$ cat src/rtl/cpu_run_ctrl.sv
// ---------------------------------------------------------------------------
// cpu_run_ctrl
//
// Execution controller for the MIPS core. All core state is clocked by
// Clock and advances only when cpu_ce_o is 1. This block generates that
// enable from a free-running divider and adds the following features:
//   - run/pause control
//   - single-step
//   - NUM_BP PC breakpoints
//   - an instruction-retire counter
//
// Optional feature macro: CPU_RUN_CTRL_WDOG_EN
//   When it is defined, a same-PC watchdog is built. It forces BREAK after
//   WDOG_N consecutive enables at an unchanged PC. When it is undefined,
//   no watchdog logic is built and wdog_o is tied to 0.
//
// Ports:
//   Clock         system clock
//   Reset         synchronous, active-high reset
//   run_i         level input: 1 = run, 0 = pause
//   step_i        single-step request (rising edge detected here)
//   slow_i        1 = slow tick rate, 0 = fast tick rate
//   pc_i          current core PC
//   bp_addr_i     breakpoint addresses; slot k is [k*PC_W +: PC_W]
//   bp_en_i       per-slot breakpoint enable
//   cpu_ce_o      one-Clock enable; the core retires one instruction
//   state_o       0 PAUSE, 1 RUN, 2 STEP, 3 BREAK
//   halted_o      1 while in BREAK
//   bp_hit_o      breakpoint slots that caused the current BREAK
//   wdog_o        1 when the current BREAK was caused by the watchdog
//   retire_cnt_o  count of cpu_ce_o pulses; wraps silently
//
// state | meaning
// ------+------------------------------------------------------------------
// PAUSE | core frozen; waits for run_i or a step edge
// RUN   | one enable per tick; breakpoints and watchdog are checked
// STEP  | waits for the next tick, issues one enable, returns to PAUSE
// BREAK | halted on a breakpoint or watchdog; drop run_i or step to leave
// ---------------------------------------------------------------------------
module cpu_run_ctrl #(
  parameter int PC_W       = 32,
  parameter int NUM_BP     = 2,
  parameter int CNT_W      = 32,
  parameter int FAST_SHIFT = 2,
  parameter int SLOW_SHIFT = 24,
  parameter int WDOG_N     = 4
) (
  input  logic                   Clock,
  input  logic                   Reset,
  input  logic                   run_i,
  input  logic                   step_i,
  input  logic                   slow_i,
  input  logic [PC_W-1:0]        pc_i,
  input  logic [NUM_BP*PC_W-1:0] bp_addr_i,
  input  logic [NUM_BP-1:0]      bp_en_i,
  output logic                   cpu_ce_o,
  output logic [1:0]             state_o,
  output logic                   halted_o,
  output logic [NUM_BP-1:0]      bp_hit_o,
  output logic                   wdog_o,
  output logic [CNT_W-1:0]       retire_cnt_o
);

  localparam logic [1:0] PAUSE = 2'd0;
  localparam logic [1:0] RUN   = 2'd1;
  localparam logic [1:0] STEP  = 2'd2;
  localparam logic [1:0] BREAK = 2'd3;

  localparam int DIV_W = SLOW_SHIFT;

  // Catch illegal parameter combinations at elaboration time.
  if (NUM_BP < 1 || NUM_BP > 8) begin : gBadNumBp
    $error("cpu_run_ctrl: NUM_BP must be in 1..8");
  end
  if (FAST_SHIFT < 1 || SLOW_SHIFT <= FAST_SHIFT) begin : gBadShift
    $error("cpu_run_ctrl: need 1 <= FAST_SHIFT < SLOW_SHIFT");
  end
  if (WDOG_N < 1) begin : gBadWdog
    $error("cpu_run_ctrl: WDOG_N must be at least 1");
  end

  logic [1:0]        state;
  logic [1:0]        stateNxt;
  logic [DIV_W-1:0]  divCnt;
  logic              tick;
  logic              stepQ;
  logic              stepEdge;
  logic              skip;
  logic [NUM_BP-1:0] bpMatch;
  logic [NUM_BP-1:0] bpHit;
  logic              anyBp;
  logic              bpBreak;
  logic              wdogTrip;
  logic              ceInt;
  logic              enterBreak;
  logic              leaveBreak;
  logic [CNT_W-1:0]  retireCnt;

  // The divider is never realigned. A slow_i change only selects a
  // different compare on the running count.
  assign tick     = slow_i ? (&divCnt) : (&divCnt[FAST_SHIFT-1:0]);
  assign stepEdge = step_i & ~stepQ;

  for (genvar k = 0; k < NUM_BP; k++) begin : gBp
    assign bpMatch[k] = bp_en_i[k] && (pc_i == bp_addr_i[k*PC_W +: PC_W]);
  end

  assign anyBp = |bpMatch;

  // skip masks the breakpoint that was just serviced. This lets the core
  // retire the instruction at that PC once.
  assign bpBreak = anyBp && !skip;

  always_comb begin
    stateNxt   = state;
    ceInt      = 1'b0;
    enterBreak = 1'b0;
    leaveBreak = 1'b0;
    case (state)
      PAUSE: begin
        // run_i wins over a simultaneous step edge; that step is dropped.
        if (run_i) begin
          stateNxt = RUN;
        end else if (stepEdge) begin
          stateNxt = STEP;
        end
      end
      RUN: begin
        if (!run_i) begin
          stateNxt = PAUSE;
        end else if (tick && (bpBreak || wdogTrip)) begin
          stateNxt   = BREAK;
          enterBreak = 1'b1;
        end else if (tick) begin
          ceInt = 1'b1;
        end
      end
      STEP: begin
        if (tick) begin
          ceInt    = 1'b1;
          stateNxt = PAUSE;
        end
      end
      BREAK: begin
        // Holding run_i high keeps BREAK. The operator must drop run_i
        // and raise it again to resume.
        if (!run_i) begin
          stateNxt   = PAUSE;
          leaveBreak = 1'b1;
        end else if (stepEdge) begin
          stateNxt   = STEP;
          leaveBreak = 1'b1;
        end
      end
      default: stateNxt = PAUSE;
    endcase
  end

  always_ff @(posedge Clock) begin
    if (Reset) begin
      state     <= PAUSE;
      divCnt    <= '0;
      stepQ     <= 1'b0;
      skip      <= 1'b0;
      bpHit     <= '0;
      retireCnt <= '0;
    end else begin
      state  <= stateNxt;
      divCnt <= divCnt + DIV_W'(1);
      stepQ  <= step_i;

      if (ceInt) begin
        retireCnt <= retireCnt + CNT_W'(1);
      end

      if (leaveBreak) begin
        skip <= 1'b1;
      end else if (ceInt) begin
        skip <= 1'b0;
      end

      // A BREAK caused only by the watchdog reports no breakpoint slots.
      if (enterBreak) begin
        bpHit <= bpBreak ? bpMatch : '0;
      end else if (leaveBreak) begin
        bpHit <= '0;
      end
    end
  end

`ifdef CPU_RUN_CTRL_WDOG_EN
  localparam int              WD_W     = $clog2(WDOG_N + 1);
  localparam logic [WD_W-1:0] WD_LIMIT = WD_W'(WDOG_N);

  logic [PC_W-1:0] lastPc;
  logic            lastPcVld;
  logic [WD_W-1:0] sameCnt;
  logic            samePc;
  logic            wdogFlag;

  // sameCnt counts consecutive enables at an unchanged PC. A PC change
  // fails samePc, so the next enable restarts the count at 1.
  assign samePc   = lastPcVld && (pc_i == lastPc);
  assign wdogTrip = samePc && (sameCnt >= WD_LIMIT);

  always_ff @(posedge Clock) begin
    if (Reset) begin
      lastPc    <= '0;
      lastPcVld <= 1'b0;
      sameCnt   <= '0;
      wdogFlag  <= 1'b0;
    end else if (leaveBreak) begin
      lastPcVld <= 1'b0;
      sameCnt   <= '0;
      wdogFlag  <= 1'b0;
    end else begin
      if (enterBreak) begin
        wdogFlag <= wdogTrip && !bpBreak;
      end
      if (ceInt) begin
        lastPc    <= pc_i;
        lastPcVld <= 1'b1;
        if (!samePc) begin
          sameCnt <= WD_W'(1);
        end else if (sameCnt != WD_LIMIT) begin
          // Saturate; STEP can still retire at a looping PC.
          sameCnt <= sameCnt + WD_W'(1);
        end
      end
    end
  end

  assign wdog_o = wdogFlag;
`else
  assign wdogTrip = 1'b0;
  assign wdog_o   = 1'b0;
`endif

  // Reset also gates the combinational enable. This prevents a stray pulse
  // during a mid-run reset.
  assign cpu_ce_o     = ceInt & ~Reset;
  assign state_o      = state;
  assign halted_o     = (state == BREAK);
  assign bp_hit_o     = bpHit;
  assign retire_cnt_o = retireCnt;

endmodule
$ cat config.mk
export PLATFORM = sky130hd
export DESIGN_NAME = cpu_run_ctrl
export DESIGN_NICKNAME = d
export VERILOG_FILES = /design/src/rtl/cpu_run_ctrl.sv
export SDC_FILE = /design/constraint.sdc
export NUM_CORES = 1
export LEC_CHECK = 0
export ABC_AREA = 1
export CAP_MARGIN = 20
export CORE_MARGIN = 2
export CORE_UTILIZATION = 55
export DETAILED_ROUTE_END_ITERATION = 10
export DONT_BUFFER_PORTS = 1
export PLACE_DENSITY = 0.75
export SLEW_MARGIN = 10
export SYNTH_ARGS = -nofsm -noshare
export SYNTH_HDL_FRONTEND = slang
export SYNTH_SLANG_ARGS = --single-unit
$ cat constraint.sdc
create_clock -name Clock -period 2.25 [get_ports Clock]
set_clock_uncertainty 0.05 [all_clocks]
set_input_delay 0.3375 -clock Clock [delete_from_list [all_inputs] [get_ports Clock]]
set_output_delay 0.3375 -clock Clock [all_outputs]
set_load 0.05 [all_outputs]
==> impl_metrics.xml <==
<?xml version="1.0" encoding="UTF-8"?>
<metrics>
  <group name="cells_and_area">
    <metric name="nNetsFinal" unit="">889</metric>
    <metric name="ff_latch_area" unit="um2">1250</metric>
    <metric name="final_cell_mix" unit="">212 x sky130_fd_sc_hd__nand2_1, 95 x sky130_fd_sc_hd__inv_1, 92 x sky130_fd_sc_hd__nor2_1, 58 x sky130_fd_sc_hd__dfxtp_1, 55 x sky130_fd_sc_hd__nand3_1</metric>
    <metric name="final_non_filler_cell_total" unit="">890</metric>
    <metric name="flow.area_growth_from_synthesis" unit="%">14.5</metric>
    <metric name="final_core_util" unit="%">64.0</metric>
    <metric name="fillerInstances" unit="">756</metric>
    <metric name="multi_input_comb_area" unit="um2">2860</metric>
    <metric name="commonest_non_fill_non_tap_cell_in_the_layout" unit="">sky130_fd_sc_hd__nand2_1</metric>
    <metric name="final_layout_size_suffix_gt1_share" unit="%">12.2</metric>
    <metric name="antenna-diode-count" unit="">0</metric>
    <metric name="final_design_area_no_fill" unit="um2">5210</metric>
  </group>
  <group name="pwr">
    <metric name="p_per_area" unit="nW/um2">548</metric>
    <metric name="power.total" unit="mW">2.85</metric>
    <metric name="power_leakage" unit="nW">2.29</metric>
    <metric name="vdd_drop_max" unit="V">0.000623</metric>
  </group>
  <group name="clocking">
    <metric name="cts_tree" unit="">yes</metric>
    <metric name="cts_sinks" unit="">62</metric>
    <metric name="cts-htree-levels" unit="">3</metric>
    <metric name="clock_insertion_delay_worst_skew" unit="ns">0.34</metric>
    <metric name="cts-root-buf" unit="">sky130_fd_sc_hd__clkbuf_8</metric>
    <metric name="cts.clk_slew.worst_paths" unit="ns">0.07</metric>
    <metric name="numCtsBuffers" unit="">9</metric>
    <metric name="clk_path_buf_depth" unit="">2</metric>
  </group>
  <group name="timing">
    <metric name="post-route-worst-setup-slack" unit="ns">-0.0533</metric>
    <metric name="rsz_0062_raised_after_global_routing" unit="">yes</metric>
    <metric name="max_freq" unit="MHz">434</metric>
    <metric name="setup_viol_count_final" unit="">1</metric>
    <metric name="max_slew.worst_pin.slew" unit="ns">1.04</metric>
    <metric name="final-hold-violation-count" unit="">0</metric>
    <metric name="drv_slew" unit="">0</metric>
    <metric name="min_period_over_period" unit="%">102</metric>
    <metric name="max_slew_margin_vs_limit" unit="%">30.2</metric>
    <metric name="final_critical_path_required_period" unit="ns">2.30</metric>
  </group>
  <group name="global_route">
    <metric name="grt_start_max_net_pins" unit="">34</metric>
    <metric name="grt_usage" unit="%">26.9</metric>
    <metric name="grt.met3_usage" unit="%">8.78</metric>
    <metric name="gr-usage-met1" unit="%">30.6</metric>
    <metric name="number_of_global_route_vias_before_repair" unit="">4466</metric>
    <metric name="global_routing_usage_on_met2" unit="%">47.5</metric>
    <metric name="grt_antenna_before_repair" unit="">0</metric>
    <metric name="congestion_overflow_gr" unit="">0</metric>
    <metric name="grt_pass1_wl" unit="um">19400</metric>
    <metric name="globalRoute.busiestLayer" unit="">met2</metric>
  </group>
  <group name="placement">
    <metric name="dp.cells" unit="">865</metric>
    <metric name="io_buffers" unit="">0</metric>
    <metric name="gp_routability_congestion" unit="">0.999</metric>
    <metric name="dpl_cell_area" unit="um2">4930</metric>
    <metric name="half_perimeter_wire_length_after_placement" unit="um">9040</metric>
  </group>
  <group name="setup_path">
    <metric name="endpoint_kind" unit="">output pin</metric>
    <metric name="worst_r2r_startpoint" unit="">divCnt[0]</metric>
    <metric name="crit_path_frequent_cell" unit="">sky130_fd_sc_hd__nor2_4</metric>
    <metric name="worst_path_largest_cell_delay" unit="ns">0.35</metric>
    <metric name="setup.worst_path.start" unit="">divCnt[0]</metric>
    <metric name="critPathArrivalTime" unit="ns">1.92</metric>
    <metric name="cp_data_required_time" unit="ns">1.86</metric>
    <metric name="slowest_cell_on_the_critical_path" unit="">sky130_fd_sc_hd__dfxtp_2</metric>
    <metric name="path_class" unit="">flop to output pin</metric>
    <metric name="worst-path-max-fanout" unit="">3</metric>
    <metric name="timing.critical_path.from_type" unit="">flop</metric>
    <metric name="crit_path_cell_trace" unit="">ha_4 &gt; nand2_4 &gt; nor2_4 &gt; nand2_2 &gt; nor2_4 &gt; nand2_2 &gt; nor2_4 &gt; a31oi_4 &gt; nor2_8 &gt; nand2_4 &gt; nor2_4 &gt; buf_12</metric>
  </group>
  <group name="floorplanning">
    <metric name="die_x" unit="um">94.9</metric>
    <metric name="fp-row-count" unit="">33</metric>
    <metric name="num_io_pins" unit="">142</metric>
    <metric name="core_region_area" unit="um2">8130</metric>
    <metric name="floorplan.die_area" unit="um2">9010</metric>
    <metric name="initial_cell_density_of_the_core" unit="%">55.9</metric>
    <metric name="chipHeight" unit="um">94.9</metric>
  </group>
  <group name="synthesis">
    <metric name="postSynthAreaPerCell" unit="um2">6.16</metric>
    <metric name="yosys.cell_types.count" unit="">39</metric>
    <metric name="netlist_instances" unit="">738</metric>
    <metric name="yosysTopAreaCellShare" unit="%">27.3</metric>
    <metric name="synth_net_count" unit="">847</metric>
    <metric name="synth.cell_area" unit="um2">4550</metric>
    <metric name="post_synth_main_area_contributors" unit="">sky130_fd_sc_hd__dfxtp_1 27%, sky130_fd_sc_hd__nand2_1 18%, sky130_fd_sc_hd__inv_1 7.8%</metric>
    <metric name="synth_top_area_cell" unit="">sky130_fd_sc_hd__dfxtp_1</metric>
    <metric name="yosysSeqAreaShare" unit="%">27.3</metric>
    <metric name="synth_seq_cells" unit="">62</metric>
    <metric name="yosysWarningCount" unit="">0</metric>
  </group>
  <group name="route">
    <metric name="detailroute.via_count" unit="">4758</metric>
    <metric name="post_drt_via_cell_ratio" unit="">5.35</metric>
    <metric name="detail_route.first_pass.iterations" unit="">5</metric>
    <metric name="antenna_left" unit="">0</metric>
    <metric name="drt-wirelength-per-cell" unit="um">13.4</metric>
    <metric name="drcViolationCount" unit="">0</metric>
    <metric name="drt-total-wl" unit="um">12000</metric>
    <metric name="drt_iter0_drc" unit="">238</metric>
  </group>
  <group name="run_status">
    <metric name="failed_checks" unit="">setup timing</metric>
    <metric name="status" unit="">finished with violations</metric>
  </group>
  <group name="worst_hold_path">
    <metric name="hp-class" unit="">input port to flop</metric>
    <metric name="hold_path.startpoint" unit="">Reset</metric>
  </group>
  <group name="job">
    <metric name="maxCapViolCount" unit="">0</metric>
  </group>
</metrics>
-- layer usage --
layer	part of all wire, %	vias up
li1	-	2419
met1	41	2155
met2	50	155
met5	0	-
met4	1.9	0
met3	7.1	29
-- cell type report --
type                            instances  area share (%)
Sequential cell                        62            23.9
Tap cell                              105            2.52
Multi-Input combinational cell        559            54.9
Clock buffer                           12            2.98
Clock inverter                          4           0.865
Inverter                              100            7.21
Timing Repair Buffer                   48            7.59
-- where the power goes --
group          switching (mW)  internal (mW)  leakage [nW]
Clock                   0.429          0.567         0.106
Combinational           0.486          0.225          1.68
Sequential             0.0186           1.13         0.502
Total                   0.933           1.92          2.29
-- critical path: cells and delay by family (launching register included) --
| kind | cells | cell delay [ns] |
|---|---|---|
| and+or+nand+nor | 9 | 0.79 |
| DFF | 1 | 0.35 |
| adders and majority gates | 1 | 0.15 |
| buffers and inverters | 1 | 0.14 |
| AOI/OAI and AO/OA | 1 | 0.13 |
-- repair_timing --
action,in CTS,in global routing
hold endpoints to repair,23,13
gates cloned,0,0
pin swaps,7,0
resized for setup,0,1
setup buffers,5,0
hold buffers,1,3
endpoints found under the setup margin,1,1
-- cells in the mapped netlist --
cell	number
sky130_fd_sc_hd__nand3_2	2
sky130_fd_sc_hd__buf_2	3
sky130_fd_sc_hd__nand3b_1	2
sky130_fd_sc_hd__nor3b_1	1
sky130_fd_sc_hd__a211oi_1	2
sky130_fd_sc_hd__o21ai_0	17
sky130_fd_sc_hd__a31oi_4	1
sky130_fd_sc_hd__xor2_1	22
sky130_fd_sc_hd__nor3_1	15
sky130_fd_sc_hd__o21a_1	2
sky130_fd_sc_hd__inv_2	5
sky130_fd_sc_hd__buf_6	3
sky130_fd_sc_hd__clkbuf_1	7
sky130_fd_sc_hd__o211a_1	1
sky130_fd_sc_hd__nand3_1	55
sky130_fd_sc_hd__ha_1	6
sky130_fd_sc_hd__nand4_1	14
sky130_fd_sc_hd__nand2_1	213
sky130_fd_sc_hd__buf_4	4
sky130_fd_sc_hd__nor2_1	93
sky130_fd_sc_hd__nand2_4	2
sky130_fd_sc_hd__o32ai_1	1
sky130_fd_sc_hd__xnor2_1	29
sky130_fd_sc_hd__o21ai_1	2
sky130_fd_sc_hd__nor2_4	3
sky130_fd_sc_hd__conb_1	1
sky130_fd_sc_hd__a21oi_1	48
sky130_fd_sc_hd__nor3_2	5
sky130_fd_sc_hd__or2_4	1
sky130_fd_sc_hd__or2_1	1
sky130_fd_sc_hd__o22ai_1	2
sky130_fd_sc_hd__o221a_2	1
sky130_fd_sc_hd__nand2_2	3
sky130_fd_sc_hd__inv_1	95
sky130_fd_sc_hd__nor2_2	3
sky130_fd_sc_hd__nor4_1	7
sky130_fd_sc_hd__dfxtp_1	62
sky130_fd_sc_hd__nor2_8	1
sky130_fd_sc_hd__or2_2	3
-- stage by stage --
| step | TNS (ns) | hold WS [ns] | setup slack, ns |
|---|---|---|---|
| after floorplan | 0 | 0.370 | 0.00844 |
| after CTS | -0.0803 | -0.00148 | -0.0803 |
| after global placement | 0 | 0.358 | 0.172 |
| after global routing | -0.181 | -0.0142 | -0.181 |
| final | -0.0533 | 0.0111 | -0.0533 |
| after detailed placement | 0 | 0.356 | 0.125 |
-- registers in the layout (all words and copies together), names as in the netlist --
| register | flops |
|---|---|
| bp_hit_o | 2 |
| skip | 1 |
| state_o | 2 |
| divCnt | 24 |
| stepQ | 1 |
| retire_cnt_o | 32 |
-- worst paths after layout --
path                 endpoint  slack [ns]  depth (start not counted)
max                  cpu_ce_o       -0.05                         12
min          retire_cnt_o[14]        0.01                          1
min reg2reg         divCnt[4]        0.42                          1
max reg2reg        divCnt[20]        0.17                         11
-- logic make-up after synthesis --
group / count (synthesis) / synth area share (%)
DFF: 62 / 27.3
AOI/OAI and AO/OA: 77 / 9.44
adders and majority gates: 6 / 1.65
buffers and inverters: 117 / 10.6
other: 1 / 0.0825
xor gates and xnor gates: 51 / 9.82
and+or+nand+nor: 424 / 41.1
No activity file was read; power rests on OpenSTA's default activity.
==> edit (config.mk and constraints unchanged) <==
Add a define of `CPU_RUN_CTRL_WDOG_EN`.
--- a/src/rtl/cpu_run_ctrl.sv
+++ b/src/rtl/cpu_run_ctrl.sv
@@ -37,6 +37,8 @@
 // STEP  | waits for the next tick, issues one enable, returns to PAUSE
 // BREAK | halted on a breakpoint or watchdog; drop run_i or step to leave
 // ---------------------------------------------------------------------------
+`define CPU_RUN_CTRL_WDOG_EN
+
 module cpu_run_ctrl #(
   parameter int PC_W       = 32,
   parameter int NUM_BP     = 2,
Function: no difference found for any inputs over 10 cycles, from zero or initial values and one cycle with Reset high; that may be too few to reach the edited logic, so the function may still have changed.
==> edit against the original RTL <==
The flow finishes with violations (negative hold slack, negative setup slack). Sequential cell count is 37 higher. Fmax is 7.9% lower. First-iteration DRC count grew to 3.1 times the old value. Synthesized area is 56% higher. Utilization is 3.3 points higher. Design area is 63% higher. Power is 72% higher. Via count is 67% higher. Register-to-register slack worse by 0.31 ns. Wire length is 110% higher. Count of clock-buffer cells in the layout is 1 lower. Worst setup slack worse by 0.20 ns. Highest routed layer unchanged. Largest power group unchanged.
==> edit: results <==
metrics = {
    "route": {
        "dr_wl_met2_mm": 11.6,
        "first_iter_violations": 736,
        "vias": 7943,
        "wl_mm": 24.7,
        "drt-met1-wl_mm": 9.61,
    },
    "global_routing": {
        "grt_max_degree": 50,
        "track_usage": 0.344,
        "grt_pass1_wl_mm": 37.7,
        "use_met3": 0.0911,
    },
    "place": {
        "hpwl_mm": 19.2,
        "dp_cells": 1438,
        "place_ws_ns": -0.0268,
        "gp_congestion": 1.00,
    },
    "logic_synthesis": {
        "synth_xor_area_frac": 0.0740,
        "ys_seq_area_frac": 0.279,
        "synthAdderAreaFrac": 0.0141,
        "synth.area.top_cells": "dfxtp_1 28%, nand2_1 21%, nor2_1 11%",
        "syn_nets": 1336,
        "netlist_instances": 1225,
    },
    "clock_network": {
        "hold_buffers": 4,
        "cts_resized": 6,
    },
    "run_status": {
        "violations": "negative hold slack, negative setup slack",
        "status": "finished with violations",
    },
    "hold_path": {
        "whs_endpoint": "retire_cnt_o[24]$_SDFFE_PP0P_",
    },
    "pwr": {
        "p_leak_nw": 4.14,
        "pwr-share-clk": 0.310,
        "ir_drop_v": 0.000600,
    },
    "sta": {
        "setup_viol": 42,
        "hold_slack_ns": -0.00957,
        "fin_ws_ns": -0.250,
        "worstMarginPinSlew_ns": 0.676,
        "hold_violations": 6,
    },
    "final_layout": {
        "seqCellArea_um2": 1990,
        "nFlopsAndLatches": 99,
        "n_all_inverters": 164,
        "num-clock-buffers": 11,
        "clk_share": 0.0336,
        "multi_input_cells": 935,
    },
    "setup_path": {
        "r2r-end": "lastPc[13]$_SDFFE_PP0P_",
        "reg2reg_slack_ns": -0.14,
        "r2r_cells": 18,
    },
    "floorplanning": {
        "nWellTaps": 172,
    },
}
-- edit: how the worst max path moves through the flow --
stage | start | to | slack, ns | depth (start not counted)
floorplan | divCnt[1]$_SDFF_PP0_ | cpu_ce_o | -0.08 | 14
global placement | divCnt[0]$_SDFF_PP0_ | cpu_ce_o | 0.04 | 14
detailed placement | divCnt[0]$_SDFF_PP0_ | sameCnt[0]$_SDFFE_PP0P_ | -0.03 | 15
CTS | divCnt[0]$_SDFF_PP0_ | cpu_ce_o | -0.14 | 14
global route | divCnt[3]$_SDFF_PP0_ | cpu_ce_o | -0.43 | 13
finish | divCnt[0]$_SDFF_PP0_ | cpu_ce_o | -0.25 | 14
-- edit: critical path, cell delays in order, from the launching register on --
cell and delay, ns:
dfxtp_2 0.35, ha_4 0.14, nand2_2 0.05, inv_2 0.06, nand3_2 0.08, nor2_2 0.14
nand2_1 0.08, nor3_2 0.15, nand2_1 0.11, nand2_2 0.10, o21ai_4 0.07, nor2_4 0.12
nand2_4 0.08, nor2_4 0.10, buf_12 0.14
